## src/rtl/multi_chan_accum.sv

```systemverilog
// Multi-channel windowed accumulator: emits one sum per WINDOW accepted samples on each channel.
// Optional macro ACC_SAT_EN: saturating accumulation with a sticky per-window overflow flag (default: wrap, out_ovf = 0).
module multi_chan_accum #(
  parameter int WIDTH     = 5,
  parameter int ACC_WIDTH = 16,
  parameter int CHANNELS  = 4,
  parameter int WINDOW    = 6,
  localparam int CH_W     = (CHANNELS > 1) ? $clog2(CHANNELS) : 1
) (
  input  logic                 clk,
  input  logic                 rst,
  input  logic                 in_valid,
  output logic                 in_ready,
  input  logic [CH_W-1:0]      in_chan,
  input  logic [WIDTH-1:0]     in_data,
  input  logic                 clear,
  output logic                 out_valid,
  input  logic                 out_ready,
  output logic [CH_W-1:0]      out_chan,
  output logic [ACC_WIDTH-1:0] out_sum,
  output logic                 out_ovf
);
  localparam int CNT_W = (WINDOW > 1) ? $clog2(WINDOW) : 1;

  logic [ACC_WIDTH-1:0] acc_q [CHANNELS];
  logic [ACC_WIDTH-1:0] acc_d [CHANNELS];
  logic [CNT_W-1:0]     cnt_q [CHANNELS];
  logic [CNT_W-1:0]     cnt_d [CHANNELS];
  logic                 out_valid_q, out_valid_d;
  logic [CH_W-1:0]      out_chan_q, out_chan_d;
  logic [ACC_WIDTH-1:0] out_sum_q, out_sum_d;

  logic                 accept;
  logic                 chan_ok;
  logic                 last_beat;
  logic [ACC_WIDTH-1:0] sel_acc;
  logic [CNT_W-1:0]     sel_cnt;
  logic [ACC_WIDTH-1:0] next_acc;
`ifdef ACC_SAT_EN
  logic                 ovf_q [CHANNELS];
  logic                 ovf_d [CHANNELS];
  logic                 sel_ovf;
  logic                 sat_hit;
  logic [ACC_WIDTH:0]   sum_ext;
  logic                 out_ovf_q, out_ovf_d;
`endif

  assign in_ready = !clear && (!out_valid_q || out_ready);
  assign accept   = in_valid && in_ready;

  // Select the addressed channel; an out-of-range channel matches nothing and is dropped.
  always_comb begin
    chan_ok = 1'b0;
    sel_acc = '0;
    sel_cnt = '0;
`ifdef ACC_SAT_EN
    sel_ovf = 1'b0;
`endif
    for (int unsigned c = 0; c < CHANNELS; c++) begin
      if (32'(in_chan) == c) begin
        chan_ok = 1'b1;
        sel_acc = acc_q[c];
        sel_cnt = cnt_q[c];
`ifdef ACC_SAT_EN
        sel_ovf = ovf_q[c];
`endif
      end
    end
    last_beat = (32'(sel_cnt) == 32'(WINDOW - 1));
`ifdef ACC_SAT_EN
    sum_ext  = {1'b0, sel_acc} + (ACC_WIDTH + 1)'(in_data);
    sat_hit  = sum_ext[ACC_WIDTH];
    next_acc = sat_hit ? '1 : sum_ext[ACC_WIDTH-1:0];
`else
    next_acc = sel_acc + ACC_WIDTH'(in_data);
`endif
  end

  always_comb begin
    acc_d       = acc_q;
    cnt_d       = cnt_q;
    out_valid_d = out_valid_q && !out_ready;
    out_chan_d  = out_chan_q;
    out_sum_d   = out_sum_q;
`ifdef ACC_SAT_EN
    ovf_d       = ovf_q;
    out_ovf_d   = out_ovf_q;
`endif
    if (clear) begin
      for (int unsigned c = 0; c < CHANNELS; c++) begin
        acc_d[c] = '0;
        cnt_d[c] = '0;
`ifdef ACC_SAT_EN
        ovf_d[c] = 1'b0;
`endif
      end
    end else if (accept && chan_ok) begin
      for (int unsigned c = 0; c < CHANNELS; c++) begin
        if (32'(in_chan) == c) begin
          if (last_beat) begin
            // Completing window overrides the handshake clear of out_valid, so no bubble.
            acc_d[c]    = '0;
            cnt_d[c]    = '0;
            out_valid_d = 1'b1;
            out_chan_d  = in_chan;
            out_sum_d   = next_acc;
`ifdef ACC_SAT_EN
            out_ovf_d   = sel_ovf || sat_hit;
            ovf_d[c]    = 1'b0;
`endif
          end else begin
            acc_d[c] = next_acc;
            cnt_d[c] = cnt_q[c] + CNT_W'(1);
`ifdef ACC_SAT_EN
            ovf_d[c] = ovf_q[c] || sat_hit;
`endif
          end
        end
      end
    end
  end

  always_ff @(posedge clk or posedge rst) begin
    if (rst) begin
      for (int unsigned c = 0; c < CHANNELS; c++) begin
        acc_q[c] <= '0;
        cnt_q[c] <= '0;
`ifdef ACC_SAT_EN
        ovf_q[c] <= 1'b0;
`endif
      end
      out_valid_q <= 1'b0;
      out_chan_q  <= '0;
      out_sum_q   <= '0;
`ifdef ACC_SAT_EN
      out_ovf_q   <= 1'b0;
`endif
    end else begin
      acc_q       <= acc_d;
      cnt_q       <= cnt_d;
      out_valid_q <= out_valid_d;
      out_chan_q  <= out_chan_d;
      out_sum_q   <= out_sum_d;
`ifdef ACC_SAT_EN
      ovf_q       <= ovf_d;
      out_ovf_q   <= out_ovf_d;
`endif
    end
  end

  assign out_valid = out_valid_q;
  assign out_chan  = out_chan_q;
  assign out_sum   = out_sum_q;
`ifdef ACC_SAT_EN
  assign out_ovf   = out_ovf_q;
`else
  assign out_ovf   = 1'b0;
`endif

endmodule

```

## config.mk

```make
export PLATFORM = sky130hd
export DESIGN_NAME = multi_chan_accum
export DESIGN_NICKNAME = d
export VERILOG_FILES = /design/src/rtl/multi_chan_accum.sv
export SDC_FILE = /design/constraint.sdc
export NUM_CORES = 1
export LEC_CHECK = 0
export ABC_CLOCK_PERIOD_IN_PS = 5200
export BUFFER_PORTS_ARGS = -buffer_cell sky130_fd_sc_hd__buf_2
export CORE_ASPECT_RATIO = 1.75
export CORE_MARGIN = 2
export CORE_UTILIZATION = 30
export DETAILED_ROUTE_END_ITERATION = 12
export SLEW_MARGIN = 0
export SYNTH_ARGS = -nofsm -noshare
export SYNTH_HDL_FRONTEND = slang
export SYNTH_SLANG_ARGS = --single-unit
```

## constraint.sdc

```tcl
create_clock -name clk -period 5.2 [get_ports clk]
set_input_delay 0.52 -clock clk [delete_from_list [all_inputs] [get_ports clk]]
set_output_delay 0.52 -clock clk [all_outputs]
set_load 0.01 [all_outputs]
```

# Yosys cells after proc, flatten, opt, wreduce, memory -nomap -nowiden
# Index checks and enable logic that the tools add are counted.
# classes
n_addsub,5
mux,55
div_mod_pow,0
n_mul,0
eq_ne,4
magnitude_cmp,0
n_reduce_logical,19
bitwise,1
shift,0
# op_table
op,count
$mux W16,17
$mux W64,2
$mux W3,12
$mux W12,2
$add A16 B5 Y16,1
$mux W2,8
$mux W1,14
$add A3 B1 Y3 const B,4
$reduce_and A2 Y1,5
$reduce_bool A2 Y1,5
$eq A2 B2 Y1 const B,2
$logic_and A1 B1 Y1,4
$eq A3 B3 Y1 const B,1
$logic_not A1 Y1,3
$eq A2 B1 Y1 const B,1
$logic_not A2 Y1,1
$logic_or A1 B1 Y1,1
$not A1 Y1,1
# word_totals
mem_bits_ro,0
reg_bits,95
n_memories,0
input_bits,12
ramBits,0
latch_bits,0

# Longest topological paths before layout
# Gate-level depths: netlist (run 1).
# depth
word_depth,16
mapped_depth,13
ltp_nobuf,9

# Worst setup path before layout (run 1)
# No wires, ideal clock.
# synth_timing
kind,input to register
start,in in_chan[0]
end,reg out_sum_q[10] (netlist: out_sum[10])
path_buffers,4
t_arrival_ns,3.404
slack_ns,1.668
required_ns,5.072
stages,13
cell_sequence,buf_6 -> buf_8 -> clkbuf_1 -> buf_2 -> mux4_2 -> ha_1 -> fa_1 -> a21oi_1 -> o21ai_0 -> nand3_2 -> nor2_1 -> xor2_1 -> mux2_1
# synth_via
elab_chain_len,14
elab_cells_between_ends,28
classes_between,add/sub (1); eq/ne (4); mux (20); reduce/logical (3)
# synth_lines
element,line_no,source
"start, declared",14,"input logic [CH_W-1:0] in_chan,"
$logic_not A2 Y1,"60, 99",
$mux W16 / $mux W3 (equally long branches) (4 in series),60,if (32'(in_chan) == c) begin
$add A16 B5 Y16 / $eq A3 B3 Y1 (equally long branches),"75, 69",
$mux W16,100,if (last_beat) begin
$mux W16,99,if (32'(in_chan) == c) begin
$mux W16,100,
$mux W16,99,
$mux W16,100,
$mux W16,99,
$mux W16,100,
$mux W16,99,
"end signal, assigned",143,out_sum_q <= out_sum_d;
"end, declared",31,"logic [ACC_WIDTH-1:0] out_sum_q, out_sum_d;"
# Several ways; a longest one is shown, not always the timed one.
# A chain may end at the register's enable or synchronous reset.

# Worst setup path in the final report (run 1)
# layout_timing
start,in in_chan[1]
end,reg out_sum_q[10] (netlist: out_sum[10])
# The elaborated chain is that of the path after synthesis.

==> results of run 1 <==
==> flip-flops by register name, indices dropped and copies added, names as in the netlist <==
signal     cells
acc_q         64
cnt_q         12
out_chan       2
out_sum       16
out_valid      1
==> critical path: stages <==
cell,delay (ps)
sky130_fd_sc_hd__buf_2,470
sky130_fd_sc_hd__mux4_2,390
sky130_fd_sc_hd__ha_1,220
sky130_fd_sc_hd__fa_1,420
sky130_fd_sc_hd__a21oi_1,200
sky130_fd_sc_hd__o21ai_0,300
sky130_fd_sc_hd__nand3_2,220
sky130_fd_sc_hd__nor2_1,70
sky130_fd_sc_hd__xor2_1,200
sky130_fd_sc_hd__mux2_1,300
==> routing by layer <==
| metal | share of wire | GRT usage |
|---|---|---|
| met5 | 0 | 0 |
| met4 | 0.041 | 0.0768 |
| met3 | 0.045 | 0.0292 |
| met1 | 0.38 | 0.169 |
| met2 | 0.53 | 0.261 |
==> layout make-up <==
class	instances	area [um2]	share of cell area
clock buffer	10	239	0.0450
clock inverter	6	67.6	0.0127
inverter	7	28.8	0.00542
multi-input combinational	307	2170	0.409
sequential	95	2380	0.448
tap	186	233	0.0438
timing repair buffer	36	193	0.0363
==> report_power, final <==
part	switching, mW	total (mW)	internal (mW)
Clock	0.290	0.678	0.388
Combinational	0.0706	0.0949	0.0243
Sequential	0.00305	0.746	0.743
Total	0.364	1.52	1.15
==> Yosys cell counts, drive strengths merged (2+ instances only) <==
library cell and n:
inv 7, nand2 81, nor3 4, nand3 11, dfrtp 95, mux4 16
nand4b 2, xor2 5, nand4 2, nand2b 4, mux2 11, ha 10
nor2 33, and3 4, nor2b 2, o21ai 22, a22o 18, o21bai 2
and2 6, a22oi 12, or4bb 2, a21oi 34, xnor2 13, buf 9
clkbuf 14, mux2i 3
==> per-stage QoR <==
step / total power, mW / worst slack (ps) / utilization / hold WS, ps
3_5_place_dp: 0.855 / 1740 / 0.327 / 466
4_1_cts: 1.54 / 2120 / 0.347 / 294
6_report: 1.52 / 2080 / 0.347 / 273
2_1_floorplan: 0.825 / 1670 / - / 445
3_3_place_gp: 0.854 / 1810 / 0.327 / 461
5_1_grt: 1.57 / 1890 / 0.347 / 328
==> worst min path at each step <==
stage | startpoint | end | slack (ps) | cells after the start
global placement | acc_q[47] | acc_q[47] | 460 | 2
CTS | rst | acc_q[19] | 290 | 2
global route | rst | acc_q[3] | 330 | 2
floorplan | acc_q[31] | acc_q[31] | 440 | 2
finish | rst | acc_q[19] | 270 | 2
detailed placement | out_sum[2] | out_sum[2] | 470 | 2
==> logic make-up (layout without fill, tap and decap cells) <==
group	Yosys count	count (layout)	share of synthesized area
AND/OR/NAND/NOR	155	155	0.154
flip-flops	95	95	0.507
AO/OA/AOI/OAI	92	92	0.122
multiplexers	30	30	0.114
buffers and inverters	30	59	0.0304
XOR/XNOR	18	18	0.0401
adder cells (fa/ha/maj)	11	11	0.0310
other	1	1	0.000801
==> run summary, run 1 <==
The worst setup path is captured at a flop. The number of enable-type register cells in the synthesized netlist was 0. H-tree level count: 3. The critical path is of the primary input to flop type. The most frequent standard cell in the layout excluding fill and tap cells is sky130_fd_sc_hd__dfrtp_1.

The critical path ends at out_sum[10]. The first global-routing pass estimated 19400 um of wire. Detailed placement finished with a half-perimeter wire length of 8290 um. The flow ran to the end, and the final reports show no timing, DRC or antenna violations. For the area of placed instances, the log shows 5000 um2. The longest clock path from root to sink contains 2 buffers. The repair_antennas step left the layout with diodes totalling 0.

The tools report the number of nets produced by synthesis as 455. The tools report the hold buffer count at CTS as 0. Ranked by total cell area, the synthesized netlist is headed by sky130_fd_sc_hd__dfrtp_1 (51%), sky130_fd_sc_hd__nand2_1 (6.4%), sky130_fd_sc_hd__mux4_2 (5.3%). The clock-pin transition on the worst setup and hold timing paths works out to 70 ps. The initial antenna violation count is 0. In this run the clock root is driven by a sky130_fd_sc_hd__clkbuf_16.

The worst register-to-register path begins at acc_q[2]. Before antenna repair, the detailed router went through 5 iterations. The count of unique library cells instantiated by Yosys is 49, and the total leakage power is 2.45 nW.

During placement, the flow inserted port buffers numbering 31. The horizontal die dimension came out at 98.5 um. Derived from the worst setup path, the maximum achievable clock frequency is 320 MHz. At the pin with the least slew margin, the transition time is 1140 ps. sky130_fd_sc_hd__dfrtp_1 takes more of the synthesized area than any other cell. For the worst max-slew margin expressed relative to the limit, the log shows 0.235. Routability-driven placement finished with a final weighted congestion of 0.837. The mean post-synth cell area is 10.8 um2, and the wire length per cell is 18.2 um. The share of Yosys cell area claimed by the top area cell type came out at 0.507. The sequential element share of the synthesized area was 0.507.

The die covers 16700 um2. The final layout contains 479 nets. Using the TritonRoute via totals, the vias-per-cell ratio works out to 5.34.

Including well taps, the total number of placed cells is 631. The tools report the via count of the first global-routing pass as 3545. The routed design has 11800 um of wire.

The share of post-route cells with drive strength above 1 works out to 0.171. In the layout the commonest cells are sky130_fd_sc_hd__dfrtp_1 (95), sky130_fd_sc_hd__nand2_1 (80), sky130_fd_sc_hd__a21oi_1 (34), sky130_fd_sc_hd__nor2_1 (33), sky130_fd_sc_hd__buf_2 (31). The logs give 0 for the post-CTS setup buffer count and 0 for the remaining antenna violation count after routing. After synthesis the cells add up to 4680 um2. At the worst endpoint, the arrival time is 3350 ps. Setup repair after global routing left no endpoint under its margin.

Across the routed clock network, the largest skew measured is 9.05 ps. Yosys printed 0 warnings. The logs give 0 for the max-slew violation count and 15300 um2 for the placeable core region. Of all nets on the critical path, the largest fanout is 24. The logs give 0 for the remaining design rule violation count and 9 for the total clock buffers created by CTS.

The number of ports placed on the die boundary is 33. Classification of the worst-slack hold path: primary input to async pin. For the worst-skew pair, the clock arrives at the later sink with an insertion delay of 350 ps. The total track usage was 0.148; the number of cells upsized or downsized after cts was 0. Setup violations remaining at the end of the flow were counted as 0. The synthesized design contains 95 register bits. The setup check on the worst reg-to-reg path leaves a slack of 2270 ps. The detailed router finished its first iteration with 228 violations.

The overall die height is 169 um. The total overflow left after global routing is 0. The worst setup path is launched from a primary input. After routing the design area is 5310 um2. The post-layout instance count excluding filler cells came out at 647. STA puts the critical path data required time at 5430 ps. TritonCTS built the clock tree. In this run the power density over the cells is 286 nW/um2. The fraction of registers with async set/reset was 1.00; the maximum number of pins on one net before global-route repair was 54. Measured in cells, the most critical reg-to-reg path has a length of 8. The final-report hold violation count is 0. The effective utilization at floorplan was 0.306.

Summed over all failing endpoints, the final setup total negative slack is 0 ps. Across the run, the number of max-cap violations was 0. The run gives 3455 as the via count. Row generation in the floorplan step produced 60 rows. Minimum clock period: 3120 ps. The tools report the end of the worst register-to-register path as acc_q[40]. The maximum vdd drop was 0.000125 V; the layout overhead on the synthesized area was 13.3%. The fill cell instance count of the final layout was 1546; the synthesized instance count was 432.

Counting every sink on the clock net gives 95. The period utilization is 0.600. Tracing the worst setup path back leads to its startpoint at in_chan[1]. The primary flip-flop cell chosen by synthesis mapping is sky130_fd_sc_hd__dfrtp_1.
No activity file was read; power rests on OpenSTA's default activity.
==> inputs of run 2 (changes only) <==
ABC_CLOCK_PERIOD_IN_PS = 2510   (was 5200)
clock period = 2.51 ns   (was 5.2 ns; I/O delays follow)
==> run 2 against run 1 <==
  * The flow now finishes with violations (setup timing)
  * Clock power grew 92%
  * Cell count up 5.3%
  * Register-to-register slack got worse by 2300 ps
  * Critical path type is now flop to flop
  * Die area stayed put
  * Global-route usage increased by 0.87 points
  * Highest routed layer unchanged
  * Setup slack worse by 2100 ps
  * Via count up 3.2%
==> run summary, run 2 (synthesized netlist as in run 1, its figures left out) <==
The flow ran to the end, but the final reports show violations. The final reports fail on setup timing. The total negative setup slack is -13.0 ps (was 0 ps). The maximum operating frequency was 396 MHz. The tools report the reg-to-reg startpoint as acc_q[2] (unchanged).

The aggregate routed wire length is 12500 um (was 11800 um), and the wire length per cell is 18.4 um (was 18.2 um). The maximum number of pins on one net before global-route repair was 96 (was 54). Startpoint class of the critical path: a flop (was a primary input). The effective utilization at floorplan was 0.306 (unchanged); the area of placed instances was 5370 um2 (was 5000 um2). The total track usage came out at 0.157 (was 0.148). The worst-case setup slack after placement came out at -138 ps (was 1740 ps). The logs give 0.076 (was 0.063) for the power share of the combinational group and 0 (unchanged) for the final-report hold violation count. The cell area power density was 537 nW/um2 (was 286 nW/um2); the number of violations of the max-capacitance limit was 0 (unchanged).

The start-to-end type of the worst setup path is flop to flop (was primary input to flop). Setup repair after global routing could not meet its margin everywhere. The tools report the max-slew violation count as 0 (unchanged). The register bank with the most flops is acc_q (unchanged). Number of ports placed on the die boundary: 33 (unchanged). The count of input and output buffers is 31 (unchanged).

Horizontal die dimension: 98.5 um (unchanged). For the half-perimeter wire length after placement, the log shows 9020 um (was 8290 um). Most frequent standard cell in the layout excluding fill and tap cells: sky130_fd_sc_hd__dfrtp_1 (unchanged). The classification of the worst-slack hold path was primary input to async pin (unchanged). TritonCTS built the clock tree.

The period utilization is 1.01, and the length in cells of the worst reg-to-reg path is 8 (unchanged). The number of flip-flops in the largest register came out at 64 (unchanged). The minimum hold slack was 34.7 ps (was 273 ps). The post-layout instance area is 5720 um2 (was 5310 um2).

The logs give 2 (unchanged) for the number of buffers on the longest clock path and 3 (unchanged) for the H-tree level count. Maximum fanout along the worst path: 5 (was 24). The logs give 760 uW (was 364 uW) for the power spent charging and discharging nets and 0.000283 V (was 0.000125 V) for the maximum vdd drop. The final count of negative-setup-slack endpoints was 1 (was 0); the clock latency at the later pin of the worst-skew pair was 350 ps (about the same). The tools report the via count of the first global-routing pass as 3859 (was 3545).

The transition time of the tightest slew-check pin is 845 ps (was 1140 ps). The logs give -13.0 ps (was 2080 ps) for the final critical-path setup slack and 0 (unchanged) for the initial antenna violation count. The tools report the starting DRC count in detailed routing as 240 (was 228). The tools report the portion of total power attributed to the clock network as 0.421 (was 0.446).

The end of the worst register-to-register path was out_sum[11] (was acc_q[40]). For the placeable core region, the log shows 15300 um2 (unchanged). The CTS sink count is 95 (unchanged), and the first-pass GRT wire length is 20300 um (was 19400 um). Minimum clock period: 2520 ps. Total congestion overflow: 0 (unchanged). The total leakage power came out at 2.66 nW (was 2.45 nW).

The post-route clock skew is 10.0 ps (was 9.05 ps). The logs give 3565 (was 3455) for the via count and 9 (unchanged) for the total clock buffers created by CTS. For the fill cell instance count of the final layout, the log shows 1516 (was 1546).

The vias per cell is 5.23 (was 5.34), and the clock-pin transition on the worst setup and hold timing paths is 70 ps (about the same). Top library cells by usage in the layout, fill and taps aside: sky130_fd_sc_hd__dfrtp_1 (95), sky130_fd_sc_hd__nand2_1 (80), sky130_fd_sc_hd__buf_4 (38), sky130_fd_sc_hd__nor2_1 (32), sky130_fd_sc_hd__a21oi_1 (32) (was sky130_fd_sc_hd__dfrtp_1 (95), sky130_fd_sc_hd__nand2_1 (80), sky130_fd_sc_hd__a21oi_1 (34), sky130_fd_sc_hd__nor2_1 (33), sky130_fd_sc_hd__buf_2 (31)). The tools report the category of the worst setup path capture point as a flop (unchanged). The count of nets after finishing was 513 (was 479); the setup slack of the worst register-to-register path was -10 ps (was 2270 ps). The tools report the fraction of the core area covered by cells at the end of the flow as 0.374 (was 0.347). The tools report the final estimated routing congestion in global placement as 0.856 (was 0.837). The overall die height is 169 um (unchanged), and the remaining design rule violation count is 0 (unchanged). The die area was 16700 um2 (unchanged). The share of post-route cells with drive strength above 1 works out to 0.273 (was 0.171). The layout overhead on the synthesized area is 22.2% (was 13.3%), and the number of placement rows is 60 (unchanged).

The logs give 2750 ps (was 3350 ps) for the endpoint arrival time on the critical path and 6 (was 5) for the first-pass detailed-route iteration total. The run gives 0 (unchanged) as the hold buffer count at CTS. Internal cell power: 2.32 mW (was 1.15 mW). The switching share of total power is 0.247 (was 0.240).

The final antenna diode count is 0 (unchanged), and the remaining antenna violation count after routing is 0 (unchanged). The tools report the worst max-slew margin expressed relative to the limit as 0.435 (was 0.235). The worst path required time was 2740 ps (was 5430 ps); the sequential power share was 0.502 (was 0.491).

Library cell used as clock root buffer: sky130_fd_sc_hd__clkbuf_16 (unchanged).
## run 2: metrics by stage
stage,power (mW),instances
floorplan,1.72,432
global placement,1.80,663
detailed placement,1.81,663
CTS,3.11,679
global route,3.19,681
finish,3.08,681
## run 2: layout make-up
cell class / instances / area (um2) / share of cell area
Tap cell: 186 / 233 / 0.0407
Inverter: 7 / 30.0 / 0.00525
Clock buffer: 10 / 239 / 0.0418
Clock inverter: 6 / 43.8 / 0.00765
Sequential cell: 95 / 2380 / 0.415
Timing Repair Buffer: 70 / 460 / 0.0805
Multi-Input combinational cell: 307 / 2340 / 0.409
## run 2: metal layers
metal  track usage  wire [um]  share of wire
met1         0.170       4720           0.38
met5             0          0              0
met3        0.0235        365          0.029
met2         0.287       6760           0.54
met4        0.0911        659          0.053
## run 2: power by group through the flow
stage	logic, mW	registers (mW)	clock network (mW)
after floorplan	0.149	1.57	0
after global placement	0.230	1.57	0
after detailed placement	0.234	1.57	0
after CTS	0.235	1.54	1.33
after global routing	0.258	1.55	1.38
final	0.235	1.55	1.30
## run 2: timing repair
action,in CTS,in global routing
gates resized for setup,0,8
setup endpoints to repair,1,30
buffers inserted,0,2
pin swaps,2,9
## run 2: worst max path at each step
| stage | start | to | slack [ps] | depth (start not counted) |
|---|---|---|---|---|
| 6_report | acc_q[2] | out_sum[11] | -10 | 8 |
| 5_1_grt | acc_q[2] | out_sum[11] | -70 | 8 |
| 4_1_cts | acc_q[4] | out_sum[11] | 8 | 8 |
| 3_5_place_dp | in_chan[0] | out_sum[11] | -140 | 9 |
| 3_3_place_gp | in_chan[0] | out_sum[10] | -80 | 10 |
| 2_1_floorplan | in_chan[0] | out_sum[11] | -320 | 12 |
## run 2: worst max-delay path, cell delays in order, from the launching register on
cell and delay (ps):
sky130_fd_sc_hd__dfrtp_1 400, sky130_fd_sc_hd__mux4_2 510, sky130_fd_sc_hd__ha_4 310, sky130_fd_sc_hd__nand3_2 70, sky130_fd_sc_hd__o211ai_1 270, sky130_fd_sc_hd__and3_4 280, sky130_fd_sc_hd__nand4_4 130, sky130_fd_sc_hd__xnor2_4 170
sky130_fd_sc_hd__mux2_4 270
